### src/rtl/deadtime_gen_pkg.sv
// Shared types and constants for the three-phase dead-time generator.
package deadtime_gen_pkg;

  // Width of the per-leg dead-time counter; covers DT up to 65535.
  localparam int DT_W = 16;

  // Per-leg gate state. Only UP_ON drives the upper gate, only LO_ON the lower.
  typedef enum logic [1:0] {
    OFF   = 2'd0,
    DEAD  = 2'd1,
    UP_ON = 2'd2,
    LO_ON = 2'd3
  } leg_state_e;

endpackage

### src/rtl/deadtime_leg.sv
// One half-bridge leg: FSM, dead-time counter and registered gate drives.
// The gates are registered together with the state, so a gate is high
// exactly while the FSM sits in the matching on-state. The two gates can
// never be high together.
module deadtime_leg
  import deadtime_gen_pkg::*;
#(
  parameter int DT = 100
) (
  input  logic clk,
  input  logic res,
  input  logic run,   // low: go to OFF now (enable low, fault latched or setting)
  input  logic cmd,   // registered upper-switch command
  output logic gu,
  output logic gl
);

  localparam logic [DT_W-1:0] DT_LOAD = DT_W'(DT - 1);

  // Visible for checkers: current leg state and remaining dead-time count.
  leg_state_e      state;
  logic [DT_W-1:0] cnt;

  // Leg FSM. The gates default to low, and each on-state re-asserts its own gate.
  always_ff @(posedge clk) begin
    if (res || !run) begin
      state <= OFF;
      cnt   <= '0;
      gu    <= 1'b0;
      gl    <= 1'b0;
    end else begin
      gu <= 1'b0;
      gl <= 1'b0;
      case (state)
        OFF: begin
          state <= DEAD;
          cnt   <= DT_LOAD;
        end
        DEAD: begin
          // Count runs to zero and is never restarted by cmd changes;
          // the on-state is picked from cmd at expiry.
          if (cnt == '0) begin
            if (cmd) begin
              state <= UP_ON;
              gu    <= 1'b1;
            end else begin
              state <= LO_ON;
              gl    <= 1'b1;
            end
          end else begin
            cnt <= cnt - 1'b1;
          end
        end
        UP_ON: begin
          if (!cmd) begin
            state <= DEAD;
            cnt   <= DT_LOAD;
          end else begin
            gu <= 1'b1;
          end
        end
        LO_ON: begin
          if (cmd) begin
            state <= DEAD;
            cnt   <= DT_LOAD;
          end else begin
            gl <= 1'b1;
          end
        end
        default: begin
          state <= OFF;
          cnt   <= '0;
        end
      endcase
    end
  end

endmodule

### src/rtl/deadtime_gen.sv
// Three-phase dead-time generator: samples the complementary PWM commands,
// latches a fault on any leg commanding both switches identically, and
// drives three dead-time legs.
module deadtime_gen
  import deadtime_gen_pkg::*;
#(
  parameter int DT = 100
) (
  input  logic clk,
  input  logic res,
  input  logic en,
  input  logic fault_clr,
  input  logic Sau,
  input  logic Sal,
  input  logic Sbu,
  input  logic Sbl,
  input  logic Scu,
  input  logic Scl,
  output logic gau,
  output logic gal,
  output logic gbu,
  output logic gbl,
  output logic gcu,
  output logic gcl,
  output logic fault
);

  // Sampled commands, ordered {Sau, Sal, Sbu, Sbl, Scu, Scl}.
  logic [5:0] s_q;
  logic       any_eq;
  logic       fault_set;
  logic       run;

  // Sample stage: every decision works on registered commands.
  always_ff @(posedge clk) begin
    if (res) s_q <= '0;
    else     s_q <= {Sau, Sal, Sbu, Sbl, Scu, Scl};
  end

  // Equal upper/lower commands on any leg are a shoot-through request.
  always_comb begin
    any_eq    = (s_q[5] == s_q[4]) || (s_q[3] == s_q[2]) || (s_q[1] == s_q[0]);
    fault_set = en && any_eq;
    // Legs drop to OFF on the same edge the fault sets.
    run       = en && !fault && !fault_set;
  end

  // Fault latch: clearable only while the gates are disabled.
  always_ff @(posedge clk) begin
    if (res)                    fault <= 1'b0;
    else if (fault_set)         fault <= 1'b1;
    else if (!en && fault_clr)  fault <= 1'b0;
  end

  deadtime_leg #(.DT(DT)) u_leg_a (
    .clk (clk), .res (res), .run (run), .cmd (s_q[5]), .gu (gau), .gl (gal)
  );

  deadtime_leg #(.DT(DT)) u_leg_b (
    .clk (clk), .res (res), .run (run), .cmd (s_q[3]), .gu (gbu), .gl (gbl)
  );

  deadtime_leg #(.DT(DT)) u_leg_c (
    .clk (clk), .res (res), .run (run), .cmd (s_q[1]), .gu (gcu), .gl (gcl)
  );

endmodule

### config.mk
export PLATFORM = sky130hd
export DESIGN_NAME = deadtime_gen
export DESIGN_NICKNAME = d
export VERILOG_FILES = /design/src/rtl/deadtime_gen_pkg.sv /design/src/rtl/deadtime_leg.sv /design/src/rtl/deadtime_gen.sv
export SDC_FILE = /design/constraint.sdc
export NUM_CORES = 1
export LEC_CHECK = 0
export ABC_AREA = 0
export BUFFER_PORTS_ARGS = -buffer_cell sky130_fd_sc_hd__buf_2
export CELL_PAD_IN_SITES_DETAIL_PLACEMENT = 0
export CELL_PAD_IN_SITES_GLOBAL_PLACEMENT = 2
export CORE_ASPECT_RATIO = 1.4
export CORE_MARGIN = 3
export CORE_UTILIZATION = 40
export DETAILED_ROUTE_END_ITERATION = 6
export PLACE_DENSITY = 0.8
export SLEW_MARGIN = 15
export SYNTH_ARGS = -nofsm -noshare
export SYNTH_HDL_FRONTEND = slang
export SYNTH_SLANG_ARGS = --single-unit
### constraint.sdc
create_clock -name clk -period 4.5 [get_ports clk]
set_input_delay 0.675 -clock clk [delete_from_list [all_inputs] [get_ports clk]]
set_output_delay 0.675 -clock clk [all_outputs]
set_load 0.005 [all_outputs]
==> flow_summary.yaml <==
floorplan:
  coreArea_um2: 7850
  placementRows: 38
  io_pins: 17
  die_h_um: 113
  die_area_um2: 9330
  die_x_um: 82.5
  floorplan.initialDensity_pct: 41.8
timing:
  slew_viol_final: 0
  hold_viol: 0
  clock_skew_ns: 0.0120
  rsz0062_at_grt: "false"
  setup_violations: 0
  fin_crit_sh_pct: 56.4
  slew-limit-headroom_pct: 29.3
  period_needed_ns: 2.54
  fmax_mhz: 394
  finalSetupTns_ns: 0
  worst_pin_slew_ns: 1.03
routing:
  top_layer_used: "met4"
  wl_met3_um: 186
  detailedRoute.firstPassIterationCount: 4
  drcViolationCount: 0
  drt-met1-wl_um: 3150
  wl_per_cell_um: 14.4
  ant_nets: 0
  vias: 2661
  viasPerCell: 5.33
  drtIter0Drc: 96
  wl_met2_um: 3690
  drt-total-wl_um: 7170
critical_path:
  reg2reg_to: "u_leg_c.cnt[0]"
  critical_path_arrival_ns: 2.82
  crit_chain: "ha_1, nor4bb_1, nand4_1, and2_1, and3_1, nor3_1"
  slowest_delay_ns: 0.63
  ff2ff_path_depth: 6
  critPathMaxFanout: 17
  critPathLaunchType: "flop"
  critical_path.top_delay_family: "simple AND/OR/NAND/NOR gates"
  worstReg2RegStart: "u_leg_c.state[0]"
  r2r_slack_ns: 1.96
  critical_path.endpoint_type: "flop"
  cp_slowest_cell: "nand4_1"
  cp.required_ns: 4.78
  crit_type: "reg2reg"
  cp_num_buf_inv: 0
grt:
  antenna_found_initial: 0
  grt_max_degree: 19
  grt.overflow.total: 0
  grt_pass1_vias: 2718
  grt.total_usage_pct: 17.4
  grt_pass1_wl_um: 12600
clocking:
  cts.htree.levels: 3
  worst_setup_hold_path_clk_slew_ns: 0.08
  clk_latency_ns: 0.35
  ctsHoldBuffers: 0
  ctsResizeCount: 0
  post_cts_buffers: 0
  clockBufferDepth: 2
  cts_tree: "yes"
  clock-sinks: 67
  clockRootBuffer: "clkbuf_8"
  cts-buffers-inserted: 9
synthesis:
  synth_area_leader_cell: "dfxtp_1"
  ys_seq_area_share_pct: 40.9
  ys_async_sr_fraction_pct: 0
  synth_ff_type: "dfxtp_1"
  synth-seq-cells: 67
  ys_warn_count: 0
  synthCells: 379
  synth_edf_count: 0
  mappedNetlistArea_um2: 3280
  syn_nets: 401
  synthTopCellsByCount: "dfxtp_1, nor2_1, xor2_1"
  yosysTopAreaCellShare_pct: 40.9
  synth_area_per_cell_um2: 8.64
  yosysMostFrequentCell: "dfxtp_1"
  yosysUniqueCellTypes: 52
  synth_area_leaders: "dfxtp_1, xor2_1, nor2_1"
worst_hold_path:
  hold_class: "reg2reg"
  hold_end: "u_leg_a.cnt[1]"
  hold_depth: 2
  hp-start: "u_leg_a.cnt[1]"
flow_run:
  cap_viol_max_count: 0
final_layout:
  diodes: 0
  finalNetCount: 416
  syn_to_final_growth_pct: 10.2
  final_core_util_pct: 46.0
  drive_gt1_share_pct: 11.3
status:
  outcome: "finished, final reports clean"
placed_design:
  place.gp.congestion: 0.718
  dp_hpwl_um: 5090
  port_buffers: 16
power_and_ir_drop:
  ir_drop_uv: 195
  pwr_density_cell_nw_per_um2: 309
  leakagePower_nw: 1.85
==> through the flow <==
step / total power [mW] / hold WS (ns) / area, um^2 / instances / setup slack [ns]
floorplan: 0.660 / 0.445 / 3280 / 379 / 2.39
global placement: 0.674 / 0.460 / 3430 / 483 / 1.96
detailed placement: 0.674 / 0.463 / 3430 / 483 / 1.93
CTS: 1.14 / 0.474 / 3610 / 499 / 1.93
global route: 1.18 / 0.515 / 3610 / 499 / 1.76
finish: 1.12 / 0.472 / 3610 / 499 / 1.96
==> worst register-to-register path, delay by kind of cell (launching register included) <==
| family | cells | cell delay (ns) |
|---|---|---|
| AND/OR/NAND/NOR | 5 | 1.78 |
| flip-flops | 1 | 0.39 |
| adder cells (fa/ha/maj) | 1 | 0.30 |
==> area by class of cell <==
| class | count | area (um^2) |
|---|---|---|
| clock buffer | 11 | 141 |
| inverter | 13 | 48.8 |
| multi-input combinational | 286 | 1830 |
| tap | 100 | 125 |
| fill | 813 | 4230 |
| timing repair buffer | 17 | 87.6 |
| clock inverter | 5 | 38.8 |
| sequential | 67 | 1340 |
==> per-layer routing <==
layer	GRT usage [%]	vias to the layer above
li1	-	1377
met1	20.6	1250
met2	28.8	24
met3	5.18	10
met4	7.32	0
met5	0	-
==> flip-flops by register name (all words and copies together), names as in the netlist, 2 cells and up <==
name / cells
u_leg_c.cnt: 16
u_leg_a.state: 2
s_q: 6
u_leg_b.state: 2
u_leg_a.cnt: 16
u_leg_b.cnt: 16
u_leg_c.state: 2
==> report_power, final <==
part / internal, mW / switching [mW] / leakage (nW)
combinational: 0.0269 / 0.0295 / 1.22
clock: 0.217 / 0.240 / 0.0895
sequential: 0.598 / 0.00557 / 0.542
==> how the worst max path moves through the flow <==
stage	cells past startpoint	startpoint	end	slack, ns
after floorplan	7	u_leg_a.cnt[0]	u_leg_a.state[0]	2.39
after global placement	6	u_leg_c.state[0]	u_leg_c.cnt[0]	1.96
after detailed placement	6	u_leg_c.state[0]	u_leg_c.cnt[0]	1.93
after CTS	6	u_leg_c.state[0]	u_leg_c.cnt[0]	1.93
after global routing	6	u_leg_c.state[0]	u_leg_c.cnt[0]	1.76
final	6	u_leg_c.state[0]	u_leg_c.cnt[0]	1.96
==> placed cells by master (no fill, tap or decap), drive strengths merged, types with 2 or more instances in the layout <==
master / count
nor4b: 5
nand2: 25
xor2: 29
xnor2: 4
nand4b: 5
a311oi: 3
or3: 6
mux2: 2
o21ai: 14
or4: 9
nor2: 53
nand3b: 3
and3: 2
o211ai: 3
nor3: 19
nor2b: 10
and2: 2
nand2b: 3
inv: 13
clkinv: 4
mux2i: 5
dfxtp: 67
nand3: 13
clkbuf: 11
buf: 17
o41ai: 2
a21oi: 20
a211oi: 4
nor4: 8
o31ai: 2
ha: 12
nand4: 8
or3b: 3
==> cell families after synthesis <==
kind of cell / Yosys count / share of synthesized area, %
compound gates: 53 / 10.1
fa+ha+maj: 12 / 4.58
simple gates: 181 / 30.1
xor+xnor: 33 / 8.82
mux: 7 / 2.22
flops: 67 / 40.9
buf+inv: 26 / 3.25
No activity file was read; power rests on OpenSTA's default activity.
